`config.mk`:
```
export PLATFORM = sky130hd
export DESIGN_NAME = iline_prefetcher
export DESIGN_NICKNAME = d
export VERILOG_FILES = /design/src/rtl/iline_prefetcher_pkg.sv /design/src/rtl/iline_prefetcher.sv
export SDC_FILE = /design/constraint.sdc
export NUM_CORES = 1
export LEC_CHECK = 0
export ABC_CLOCK_PERIOD_IN_PS = 2300
export CAP_MARGIN = 0
export CORE_ASPECT_RATIO = 0.5
export CORE_MARGIN = 2
export CORE_UTILIZATION = 40
export CTS_CLUSTER_SIZE = 8
export DETAILED_ROUTE_END_ITERATION = 10
export GPL_ROUTABILITY_DRIVEN = 0
export PLACE_DENSITY = 0.79
export SETUP_SLACK_MARGIN = 0.02
export SYNTH_ARGS = -nofsm -noshare
export SYNTH_HDL_FRONTEND = slang
export SYNTH_SLANG_ARGS = --single-unit
```
`constraint.sdc`:
```
create_clock -name clk -period 2.3 [get_ports clk]
set_input_delay 0.345 -clock clk [delete_from_list [all_inputs] [get_ports clk]]
set_output_delay 0.345 -clock clk [all_outputs]
set_load 0.03 [all_outputs]
```
`src/rtl/iline_prefetcher_pkg.sv`:
```
// Shared types and sizes for the next-line instruction prefetcher and its cache.
package iline_prefetcher_pkg;

  localparam int unsigned ADDR_W = 28;
  localparam int unsigned LINE_W = 128;
  localparam int unsigned CNT_W  = 16;

  typedef enum logic [2:0] {
    IDLE     = 3'd0,
    HIT      = 3'd1,
    DEMAND   = 3'd2,
    WRITE    = 3'd3,
    RESP     = 3'd4,
    PREFETCH = 3'd5
  } pf_state_t;

endpackage

```
`src/rtl/iline_prefetcher.sv`:
```
// Next-line instruction prefetcher: one-entry line buffer between the I-cache miss
// port and slow memory; every demand fetch or buffer hit launches a fetch of line+1.
module iline_prefetcher
  import iline_prefetcher_pkg::*;
#(
  parameter int unsigned ADDR_W = iline_prefetcher_pkg::ADDR_W,
  parameter int unsigned LINE_W = iline_prefetcher_pkg::LINE_W,
  parameter bit          PF_EN  = 1'b1,
  parameter int unsigned CNT_W  = iline_prefetcher_pkg::CNT_W
) (
  input  logic              clk,
  input  logic              rst_n,
  input  logic              c_read,
  input  logic              c_write,
  input  logic [ADDR_W-1:0] c_addr,
  input  logic [LINE_W-1:0] c_wdata,
  output logic [LINE_W-1:0] c_rdata,
  output logic              c_ready,
  output logic              m_read,
  output logic              m_write,
  output logic [ADDR_W-1:0] m_addr,
  output logic [LINE_W-1:0] m_wdata,
  input  logic [LINE_W-1:0] m_rdata,
  input  logic              m_ready,
  output logic [CNT_W-1:0]  pf_hits
);

  pf_state_t         state_q, state_d;
  logic              c_ready_q, c_ready_d;
  logic [LINE_W-1:0] c_rdata_q, c_rdata_d;
  logic              m_read_q, m_read_d;
  logic              m_write_q, m_write_d;
  logic [ADDR_W-1:0] m_addr_q, m_addr_d;
  logic [LINE_W-1:0] m_wdata_q, m_wdata_d;
  logic [ADDR_W-1:0] pf_addr_q, pf_addr_d;
  logic              buf_valid_q, buf_valid_d;
  logic [ADDR_W-1:0] buf_tag_q, buf_tag_d;
  logic [LINE_W-1:0] buf_data_q, buf_data_d;
  logic [CNT_W-1:0]  pf_hits_q, pf_hits_d;

  logic [ADDR_W-1:0] nxt_addr;
  logic              buf_match;

  // Line address wraps modulo 2^ADDR_W.
  assign nxt_addr  = c_addr + ADDR_W'(1);
  assign buf_match = buf_valid_q && (buf_tag_q == c_addr);

  always_comb begin
    state_d     = state_q;
    c_ready_d   = 1'b0;
    c_rdata_d   = c_rdata_q;
    m_read_d    = m_read_q;
    m_write_d   = m_write_q;
    m_addr_d    = m_addr_q;
    m_wdata_d   = m_wdata_q;
    pf_addr_d   = pf_addr_q;
    buf_valid_d = buf_valid_q;
    buf_tag_d   = buf_tag_q;
    buf_data_d  = buf_data_q;
    pf_hits_d   = pf_hits_q;

    unique case (state_q)
      // A request still high during the c_ready cycle is the one just served.
      IDLE: begin
        if (!c_ready_q) begin
          if (c_write) begin
            state_d   = WRITE;
            m_write_d = 1'b1;
            m_addr_d  = c_addr;
            m_wdata_d = c_wdata;
          end else if (c_read) begin
            if (buf_match) begin
              state_d = HIT;
            end else begin
              state_d  = DEMAND;
              m_read_d = 1'b1;
              m_addr_d = c_addr;
            end
          end
        end
      end
      HIT: begin
        c_ready_d = 1'b1;
        c_rdata_d = buf_data_q;
        pf_hits_d = (&pf_hits_q) ? pf_hits_q : pf_hits_q + CNT_W'(1);
        pf_addr_d = nxt_addr;
        if (PF_EN) begin
          state_d  = PREFETCH;
          m_read_d = 1'b1;
          m_addr_d = nxt_addr;
        end else begin
          state_d = IDLE;
        end
      end
      DEMAND: begin
        if (m_ready) begin
          state_d   = RESP;
          c_rdata_d = m_rdata;
          c_ready_d = 1'b1;
          m_read_d  = 1'b0;
        end
      end
      RESP: begin
        pf_addr_d = nxt_addr;
        if (PF_EN) begin
          state_d  = PREFETCH;
          m_read_d = 1'b1;
          m_addr_d = nxt_addr;
        end else begin
          state_d = IDLE;
        end
      end
      PREFETCH: begin
        if (m_ready) begin
          state_d     = IDLE;
          m_read_d    = 1'b0;
          buf_valid_d = 1'b1;
          buf_tag_d   = pf_addr_q;
          buf_data_d  = m_rdata;
        end
      end
      WRITE: begin
        if (m_ready) begin
          state_d   = IDLE;
          m_write_d = 1'b0;
          c_ready_d = 1'b1;
          if (buf_match) begin
            buf_valid_d = 1'b0;
          end
        end
      end
      default: begin
        state_d   = IDLE;
        m_read_d  = 1'b0;
        m_write_d = 1'b0;
      end
    endcase
  end

  always_ff @(posedge clk or negedge rst_n) begin
    if (!rst_n) begin
      state_q     <= IDLE;
      c_ready_q   <= 1'b0;
      c_rdata_q   <= '0;
      m_read_q    <= 1'b0;
      m_write_q   <= 1'b0;
      m_addr_q    <= '0;
      m_wdata_q   <= '0;
      pf_addr_q   <= '0;
      buf_valid_q <= 1'b0;
      buf_tag_q   <= '0;
      buf_data_q  <= '0;
      pf_hits_q   <= '0;
    end else begin
      state_q     <= state_d;
      c_ready_q   <= c_ready_d;
      c_rdata_q   <= c_rdata_d;
      m_read_q    <= m_read_d;
      m_write_q   <= m_write_d;
      m_addr_q    <= m_addr_d;
      m_wdata_q   <= m_wdata_d;
      pf_addr_q   <= pf_addr_d;
      buf_valid_q <= buf_valid_d;
      buf_tag_q   <= buf_tag_d;
      buf_data_q  <= buf_data_d;
      pf_hits_q   <= pf_hits_d;
    end
  end

  assign c_ready = c_ready_q;
  assign c_rdata = c_rdata_q;
  assign m_read  = m_read_q;
  assign m_write = m_write_q;
  assign m_addr  = m_addr_q;
  assign m_wdata = m_wdata_q;
  assign pf_hits = pf_hits_q;

endmodule

```
# Yosys cells after proc, flatten, opt, wreduce, memory -nomap -nowiden
# Cells that the tools add are included.
# totals
ff_bits	491
in_bits	289
output_inout_bits	303
word_cells	86
# op_classes
n_addsub	2
n_eq_ne	19
mux	29
bitwise_logic	4
reduce_logical	20
# op_table
cell	count
128-bit one-hot mux with 2 select lines	1
128-bit 2-to-1 mux	1
28-bit 2-to-1 mux	4
28-bit one-hot mux with 2 select lines	1
28-bit by 1-bit adder with 28-bit output, second input constant	1
28-bit equality test	1
2-bit inequality test, second input constant	9
16-bit by 1-bit adder with 16-bit output, second input constant	1
16-bit AND reduction	1
4-bit AND reduction	4
3-bit 2-to-1 mux	5
3-bit one-hot mux with 4 select lines	1
1-bit 2-to-1 mux	11
2-bit OR reduction	4
3-bit by 2-bit equality test with 1-bit output, second input constant	2
3-bit equality test, second input constant	2
3-bit inequality test, second input constant	2
2-bit AND reduction	3
6-bit AND reduction	1
2-bit nonzero test	3
2-bit by 1-bit inequality test with 1-bit output, second input constant	2
1-bit inverter	4
1-bit one-hot mux with 2 select lines	2
1-bit one-hot mux with 4 select lines	1
7 further kinds	7

# Longest topological paths before layout
# Gate-level depths: netlist of run 1.
# logic_depth
depth_word	7
ltp_mapped	9
ltp_nobuf	7

# Worst setup path after synthesis of run 1
# OpenSTA, ideal clock, no wires.
# synth_path
path_type	input to register
startpoint	input c_addr[7]
endpoint	register m_addr_q[10], in the netlist m_addr[10]
setup_ns	0.125
arrival_ns	1.981
t_required_ns	2.175
path_slack_ns	0.194
cell_stages	9
path_buffers	3
path_cell_list	buf_4 xor2_1 nor4_1 nand2_1 nand4b_2 and2_1 buf_6 buf_6 mux2_4
# synth_between
elab_chain_cells	4
elab_cells_between_ends	6
cone_classes	add/sub (1); eq/ne (2); mux (1); reduce/logical (2)
# synth_lines
element	line_no	rtl
from (decl)	iline_prefetcher.sv:15	input logic [ADDR_W-1:0] c_addr,
parallel branches: the longest is 4 deep, another holds 28-bit by 1-bit adder with 28-bit output	n/a	
to (signal assigned)	iline_prefetcher.sv:160	m_addr_q <= m_addr_d;
to (decl)	iline_prefetcher.sv:33	logic [ADDR_W-1:0] m_addr_q, m_addr_d;
# Parallel ways; which one is timed is not known.
# A chain may end at the register's enable or synchronous reset.

# Final worst setup path of run 1
# layout_path
startpoint	register buf_tag_q[9]
endpoint	register m_addr_q[26], in the netlist m_addr[26]
# layout_between
elab_chain_cells	4
# layout_lines
element	line_no	rtl
from (decl)	iline_prefetcher.sv:37	logic [ADDR_W-1:0] buf_tag_q, buf_tag_d;
from (signal assigned)	iline_prefetcher.sv:164	buf_tag_q <= buf_tag_d;
28-bit equality test	iline_prefetcher.sv:46	assign buf_match = buf_valid_q && (buf_tag_q == c_addr);
1-bit logical AND	iline_prefetcher.sv:46	
3-bit inequality test (no line)	n/a	
4-bit AND reduction (no line)	n/a	
# No other way between the ends.

==> run summary, run 1 <==
RUN STATUS
--------------------------------------------------------------------------------------------------
Status                                                                                finished clean

GLOBAL ROUTE
--------------------------------------------------------------------------------------------------
Residual overflow from global routing                                                            0
GR Util met2                                                                                38.96%
Pin count of the biggest net entering global routing                                            72
Met3 track demand over resource                                                             10.50%
Number of antenna violations at the first check in global routing                               14
Busiest layer in global routing                                                               met2
Global-route wire length before repair                                                    99370 um
Met1 usage in global routing                                                                28.83%
Vias in the first global route                                                               15970
Overall routing resource usage                                                              24.62%

POWER
--------------------------------------------------------------------------------------------------
Relative contribution of the clock network to total power                                    19.5%
Peak supply drop                                                                        0.001111 V
Int Pwr                                                                                   29.00 mW
Proportion of total power due to net switching                                              39.48%
Combinational cell fraction of total power                                                   47.7%
P_leak                                                                                    12.42 nW
Switching power of the nets                                                               18.91 mW
Proportion of power drawn by flip-flops and latches                                          32.8%
Pwr per Cell Area                                                                     1578 nW/um^2

CLOCK TREE
--------------------------------------------------------------------------------------------------
Worst skew pair latency                                                                     580 ps
CTS root buffer                                                                          clkbuf_16
Total number of clock tree sinks                                                               491
TritonCTS buffer count                                                                          71
Post-CTS Setup Repair Bufs                                                                       0
Number of buffers between clock root and the deepest sink                                        3
Clock transition time at the flip-flop clock pins of the worst setup and hold paths          50 ps
Clock tree from TritonCTS                                                                      yes
Number of H-tree branching levels                                                                3

SETUP PATH
--------------------------------------------------------------------------------------------------
Critical path launch point type                                                               flop
Classification of the worst setup path                                                flop to flop
Family of cells with the greatest summed delay on the critical path                   simple AND/OR/NAND/NOR gates
End of the worst register-to-register path                                            m_addr[26]$_DFFE_PN0P_
Ordered cell list for the critical path                                               xor2_1, nor4_1, buf_4, nand2_1, nand4b_2, and2_2, buf_12, mux2_4
Data required time at the worst endpoint                                                   2760 ps
Flop-to-flop setup slack                                                                     90 ps
Number of buffer and inverter instances along the worst setup path                               2
Category of the worst setup path capture point                                                flop
Biggest fanout along the worst timing path                                                      16
WP depth                                                                                         8
Reg2Reg Launch Point                                                                  buf_tag_q[9]$_DFFE_PN0P_
Critical path capture point                                                           m_addr[26]$_DFFE_PN0P_
Worst setup path startpoint                                                           buf_tag_q[9]$_DFFE_PN0P_
Arrival time worst endpoint                                                                2670 ps
Critical-path top delay cell                                                               dfrtp_1
Number of cells traversed by the worst register-to-register path                                 8
Max stage delay on crit path                                                                400 ps

PLACEMENT
--------------------------------------------------------------------------------------------------
Placed insts                                                                                  2934
Total of buffers placed on input and output ports                                              591
Detailed-placement wirelength estimate                                                    50970 um
Placement-stage worst setup slack                                                        -364.3 ps

SYNTH
--------------------------------------------------------------------------------------------------
Ys flop type                                                                               dfrtp_1
Register area share after synthesis                                                         58.88%
Average size of a mapped cell                                                           12.78 um^2
Adder-cell area share of the yosys netlist                                                 0.1199%
Total of flip-flops plus latches after synthesis                                               491
Post-synthesis simple-gate area fraction                                                    6.812%
Main combinational cell family by area after synthesis                                multiplexers
Post-synthesis cell area                                                                20870 um^2
Share of flip-flops with an asynchronous set or reset after synthesis                       100.0%
Fraction of synthesized cell area in xor and xnor cells                                     3.694%
Mux share of post-synthesis cell area                                                       23.31%
Instance count of the mapped netlist                                                          1633
Area fraction in compound gates after synthesis                                             4.695%
Count of flip-flops with a built-in enable after synthesis                                       0
Count of cell types in the netlist                                                              48
Post-Synthesis Net Count                                                                      1924
Yosys Warn Count                                                                                 0

TIMING
--------------------------------------------------------------------------------------------------
Achievable clock frequency                                                              0.4517 GHz
Transition at the pin with the smallest max-transition slack                              584.0 ps
Worst setup skew after layout                                                             15.97 ps
Final period util                                                                           96.25%
Worst-case setup margin in the final layout                                               86.15 ps
Setup-failing EPs final                                                                          0
Hold Violations, Final                                                                           0
Setup_tns                                                                                     0 ps
Final Hold Slack                                                                          287.6 ps
Min Clock Period, post-route                                                               2214 ps
Unrepaired setup endpoints after global routing                                              false
Pins over their slew limit                                                                       0
Slew headroom                                                                               60.77%

DETAILED ROUTING
--------------------------------------------------------------------------------------------------
Number of DRC violations after detailed routing                                                  0
Final Routed Wirelength                                                                   67660 um
Average vias per placed instance                                                             5.090
Vias                                                                                         15420
Number of nets with antenna violations after detailed routing                                    0
WL/cell                                                                                   22.34 um
Iteration-0 DRC count of the detailed router                                                   932
Drt first pass iters                                                                             5

CELLS AND AREA
--------------------------------------------------------------------------------------------------
Fin nets                                                                                      2598
Layout overhead on the synthesized area                                                     45.47%
Filler-free cell count of the finished design                                                 3029
Utilization of the core after routing                                                       58.66%
Fraction of final layout cells sized beyond drive strength 1                                22.46%

FLOORPLANNING
--------------------------------------------------------------------------------------------------
IO Pins                                                                                        592
Die Span X                                                                                327.0 um
Starting density of the core                                                                40.32%
Total die area                                                                          54120 um^2
Vert. Die Dim                                                                             165.5 um
Floorplan core area                                                                     51750 um^2
Number of placement rows                                                                        59

FLOW RUN
--------------------------------------------------------------------------------------------------
# Max-Cap Violations                                                                             0

MIN PATH
--------------------------------------------------------------------------------------------------
Path type of the worst min-delay path                                                 input pin to async pin

==> how the worst min path moves through the flow <==
| stage | from | end | slack [ps] |
|---|---|---|---|
| 3_3_place_gp | rst_n | buf_tag_q[9]$_DFFE_PN0P_ | 330 |
| 2_1_floorplan | rst_n | buf_data_q[0]$_DFFE_PN0P_ | 50 |
| 6_report | rst_n | m_addr[11]$_DFFE_PN0P_ | 290 |
| 3_5_place_dp | rst_n | m_addr[17]$_DFFE_PN0P_ | 330 |
| 4_1_cts | rst_n | m_addr[3]$_DFFE_PN0P_ | 310 |
| 5_1_grt | rst_n | m_addr[3]$_DFFE_PN0P_ | 330 |
==> Yosys cell counts, drive strengths merged, types with 4 or more instances <==
cell,instances,area share (%)
mux2,311,17
xnor2,47,2.0
and2,7,0.21
nand2b,10,0.30
nor4,7,0.34
mux2i,129,6.2
and3,5,0.15
o21ai,32,0.77
clkbuf,46,0.83
buf,61,1.5
dfrtp,491,59
nand2,66,1.2
nor3,12,0.29
xor2,41,1.7
nand3,24,0.60
a21oi,135,3.2
nand4,15,0.45
inv,7,0.13
nor2,155,2.8
o2111ai,4,0.17
==> worst register-to-register path: cells and delay by family, from the launching register on <==
family,cells,cell delay [ps]
flip-flops,1,400
AND/OR/NAND/NOR,4,890
multiplexers,1,310
buffers and inverters,2,360
XOR/XNOR,1,150
==> power by group through the flow <==
stage / logic (mW) / registers (mW) / clock network (mW)
final: 22.9 / 15.7 / 9.33
after global routing: 24.2 / 16.2 / 9.94
after CTS: 22.9 / 15.7 / 9.54
after detailed placement: 22.8 / 15.7 / 0
after global placement: 22.4 / 15.5 / 0
after floorplan: 8.30 / 20.2 / 0
==> cell type report <==
| cell class | count | area (um^2) |
|---|---|---|
| clock buffers | 75 | 1834 |
| repair buffers | 708 | 7127 |
| multi-input cells | 1028 | 8084 |
| diodes | 13 | 32.53 |
| inverters | 7 | 26.28 |
| flip-flops and latches | 491 | 12290 |
| well taps | 701 | 877.1 |
| fillers | 4016 | 21390 |
| clock inverters | 6 | 86.33 |
==> cells by family (layout without fill, tap and decap cells) <==
family,Yosys count,after routing
AO/OA/AOI/OAI,184,184
XOR/XNOR,88,88
adder cells (fa/ha/maj),2,2
buffers and inverters,114,796
flip-flops,491,491
multiplexers,440,440
other,0,13
AND/OR/NAND/NOR,314,314
==> layout by cell type (no fill, tap or decap), drive strengths merged, types with 4 or more instances in the layout <==
cell / instances
o21ai: 32
mux2: 311
nor3: 12
o2111ai: 4
nand2b: 10
nor2: 155
nand3: 24
dfrtp: 491
nand2: 66
mux2i: 129
nand4: 15
xnor2: 47
xor2: 41
clkdlybuf4s50: 590
buf: 117
a21oi: 135
clkbuf: 75
nor4: 7
and3: 5
inv: 10
diode: 13
and2: 7
==> layer usage <==
metal | vias to the layer above | wire (um) | part of all wire, %
met5 | - | 41 | 0.061
met4 | 8 | 3123 | 4.6
met3 | 188 | 6311 | 9.3
met2 | 510 | 32350 | 48
met1 | 7681 | 25840 | 38
li1 | 7030 | - | -
==> sequential cells by signal, summed over array words and instances (netlist names) <==
register / count
buf_tag_q: 28
m_write: 1
pf_hits: 16
buf_valid_q: 1
m_read: 1
state_q: 3
buf_data_q: 128
c_rdata: 128
m_addr: 28
m_wdata: 128
c_ready: 1
pf_addr_q: 28
==> metrics by stage <==
stage          power [mW]  area [um^2]
2_1_floorplan       28.48        20870
3_3_place_gp        37.87        28390
3_5_place_dp        38.49        28390
4_1_cts             48.15        30320
5_1_grt             50.32        30350
6_report            47.91        30350
==> what timing repair did <==
action	4_1_cts	5_1_grt
endpoints found under the hold margin	41	0
resized for setup	0	0
hold buffers	1	0
Note: power is estimated with default switching activity, not from simulation.
==> run 2: changes to the inputs <==
--- a/config.mk
+++ b/config.mk
@@ -5,16 +5,18 @@
 export SDC_FILE = /design/constraint.sdc
 export NUM_CORES = 1
 export LEC_CHECK = 0
-export ABC_CLOCK_PERIOD_IN_PS = 2300
+export ABC_CLOCK_PERIOD_IN_PS = 2600
 export CAP_MARGIN = 0
 export CORE_ASPECT_RATIO = 0.5
 export CORE_MARGIN = 2
 export CORE_UTILIZATION = 40
+export CTS_BUF_LIST = sky130_fd_sc_hd__clkbuf_8
 export CTS_CLUSTER_SIZE = 8
 export DETAILED_ROUTE_END_ITERATION = 10
 export GPL_ROUTABILITY_DRIVEN = 0
 export PLACE_DENSITY = 0.79
 export SETUP_SLACK_MARGIN = 0.02
+export SLEW_MARGIN = 20
 export SYNTH_ARGS = -nofsm -noshare
 export SYNTH_HDL_FRONTEND = slang
 export SYNTH_SLANG_ARGS = --single-unit
==> constraint.sdc (replaced) <==
create_clock -name clk -period 2.6 [get_ports clk]
set_input_delay 0.39 -clock clk [delete_from_list [all_inputs] [get_ports clk]]
set_output_delay 0.39 -clock clk [all_outputs]
set_load 0.03 [all_outputs]
==> run summary, run 2 (same netlist as run 1, synthesis figures left out) <==
SETUP PATH
--------------------------------------------------------------------------------------------------
Data required time at the worst endpoint                                                   3110 ps   was 2760 ps
Biggest fanout along the worst timing path                                                      12   was 16
Classification of the worst setup path                                                flop to flop   unchanged
Arrival time worst endpoint                                                                2860 ps   was 2670 ps
Flop-to-flop setup slack                                                                    250 ps   was 90 ps
Category of the worst setup path capture point                                                flop   unchanged
Critical path launch point type                                                               flop   unchanged

FLOORPLANNING
--------------------------------------------------------------------------------------------------
Total die area                                                                          54120 um^2   unchanged
Vert. Die Dim                                                                             165.5 um   unchanged
Starting density of the core                                                                40.32%   unchanged
Die Span X                                                                                327.0 um   unchanged
Number of placement rows                                                                        59   unchanged
Floorplan core area                                                                     51750 um^2   unchanged
IO Pins                                                                                        592   unchanged

DETAILED ROUTING
--------------------------------------------------------------------------------------------------
Average vias per placed instance                                                             5.030   was 5.090
Number of DRC violations after detailed routing                                                  0   unchanged
WL/cell                                                                                   21.91 um   was 22.34 um
Final Routed Wirelength                                                                   67050 um   was 67660 um
Drt first pass iters                                                                             5   unchanged
Vias                                                                                         15400   was 15420
Number of nets with antenna violations after detailed routing                                    0   unchanged
Iteration-0 DRC count of the detailed router                                                  1037   was 932

TIMING
--------------------------------------------------------------------------------------------------
Min Clock Period, post-route                                                               2355 ps   was 2214 ps
Unrepaired setup endpoints after global routing                                              false   unchanged
Achievable clock frequency                                                              0.4247 GHz   was 0.4517 GHz
Setup_tns                                                                                     0 ps   unchanged
Final period util                                                                           90.56%   was 96.25%
Worst setup skew after layout                                                             39.43 ps   was 15.97 ps
Pins over their slew limit                                                                       0   unchanged
Setup-failing EPs final                                                                          0   unchanged
Slew headroom                                                                               34.52%   was 60.77%
Transition at the pin with the smallest max-transition slack                              978.5 ps   was 584.0 ps
Hold Violations, Final                                                                           0   unchanged
Final Hold Slack                                                                          291.8 ps   was 287.6 ps

CLOCK TREE
--------------------------------------------------------------------------------------------------
Post-CTS Setup Repair Bufs                                                                       0   unchanged
Total number of clock tree sinks                                                               491   unchanged
CTS resizes                                                                                      0   unchanged
TritonCTS buffer count                                                                          77   was 71
Number of buffers between clock root and the deepest sink                                        3   unchanged
Clock tree from TritonCTS                                                                      yes   unchanged
CTS root buffer                                                                           clkbuf_8   was clkbuf_16
Worst skew pair latency                                                                     640 ps   was 580 ps
Clock transition time at the flip-flop clock pins of the worst setup and hold paths          60 ps   was 50 ps
Number of H-tree branching levels                                                                3   unchanged

POWER
--------------------------------------------------------------------------------------------------
Peak supply drop                                                                       0.0009829 V   was 0.001111 V
P_leak                                                                                    12.27 nW   was 12.42 nW
Pwr per Cell Area                                                                     1348 nW/um^2   was 1578 nW/um^2

PLACEMENT
--------------------------------------------------------------------------------------------------
Placed insts                                                                                  2929   was 2934
Total of buffers placed on input and output ports                                              591   unchanged
Placement Cell Area                                                                     28390 um^2   unchanged
Detailed-placement wirelength estimate                                                    51690 um   was 50970 um

GLOBAL ROUTE
--------------------------------------------------------------------------------------------------
Number of antenna violations at the first check in global routing                               15   was 14
Global-route wire length before repair                                                    98550 um   was 99370 um
Overall routing resource usage                                                              24.37%   was 24.62%
Pin count of the biggest net entering global routing                                            83   was 72
Vias in the first global route                                                               15910   was 15970
Residual overflow from global routing                                                            0   unchanged

CELLS AND AREA
--------------------------------------------------------------------------------------------------
Commonest cells after routing, fill and taps aside                                    clkdlybuf4s50_1, dfrtp_1, mux2_2, nor2_1, a21oi_1   unchanged
Design area                                                                             29770 um^2   was 30350 um^2
Most frequent standard cell in the layout excluding fill and tap cells                clkdlybuf4s50_1   unchanged
Area occupied by registers                                                              12290 um^2   unchanged
Fin nets                                                                                      2599   was 2598
Fraction of final layout cells sized beyond drive strength 1                                22.47%   was 22.46%
Multi-input logic area                                                                   8084 um^2   unchanged
Filler-free cell count of the finished design                                                 3061   was 3029
Utilization of the core after routing                                                       57.53%   was 58.66%
Layout overhead on the synthesized area                                                     42.68%   was 45.47%
Number of fill cells                                                                          4116   was 4016

RUN STATUS
--------------------------------------------------------------------------------------------------
Status                                                                                finished clean   unchanged

FLOW RUN
--------------------------------------------------------------------------------------------------
# Max-Cap Violations                                                                             0   unchanged

MIN PATH
--------------------------------------------------------------------------------------------------
Path type of the worst min-delay path                                                 input pin to async pin   unchanged

## run 2: cell types whose count changed in the layout (fill, tap and decap cells not counted), sizes merged
cell      previous run  this run
bufinv               0         1
diode               13        10
buf                117       112
clkbuf              75        82
clkinvlp             0         1
clkinv               3         4
inv                 10        40
## run 2: path summary, 6_finish.rpt
kind,from,end,cells past startpoint
worst max-delay path,state_q[0]$_DFFE_PN0P_,m_addr[8]$_DFFE_PN0P_,6
worst min-delay path,rst_n,m_addr[11]$_DFFE_PN0P_,2
worst max register to register,state_q[0]$_DFFE_PN0P_,m_addr[8]$_DFFE_PN0P_,6
worst min register to register,pf_addr_q[16]$_DFFE_PN0N_,pf_addr_q[16]$_DFFE_PN0N_,2
max in group asynchronous,rst_n,m_wdata[11]$_DFFE_PN0P_,3
min in group clk,c_wdata[66],m_wdata[66]$_DFFE_PN0P_,2
## run 2: per-layer routing
| metal | vias up | wire length [um] | global-route usage [%] |
|---|---|---|---|
| li1 | 7059 | - | - |
| met5 | - | 74 | 0 |
| met3 | 181 | 6381 | 10.73 |
| met2 | 457 | 32430 | 38.86 |
| met1 | 7687 | 25520 | 28.35 |
| met4 | 12 | 2644 | 11.74 |
## run 2: layout make-up
type	instances	share of cell area, %
timing repair buffer	703	23.94
antenna	10	0.08405
tap	701	2.946
sequential	491	41.27
clock inverter	39	0.7271
multi-input combinational	1028	27.15
inverter	7	0.08826
clock buffer	82	3.791
## run 2: power breakdown
group          leakage (nW)  internal, mW  switching [mW]  total, mW
Clock                 0.795          3.00            3.05       6.05
Combinational          5.69          9.17            11.0       20.2
Sequential             5.78          11.5            2.35       13.9
Total                  12.3          23.7            16.4       40.1
## run 2: per-stage QoR
stage / total power [mW] / setup WS, ps
2_1_floorplan: 25.19 / 449.1
3_3_place_gp: 33.57 / -10.67
3_5_place_dp: 34.11 / -38.98
4_1_cts: 40.35 / 219.2
5_1_grt: 42.30 / 136.0
6_report: 40.12 / 245.5
## run 2: repair_timing
action / 4_1_cts / 5_1_grt
hold buffers: 1 / 0
endpoints found under the hold margin: 44 / 0
endpoints found under the setup margin: 0 / 0
## run 2: critical path: stages, from the launching register on
cell	delay, ps
dfrtp_1	450
a21o_1	220
nor2_1	740
buf_4	290
nand4_1	120
xnor2_1	150
mux2_4	260
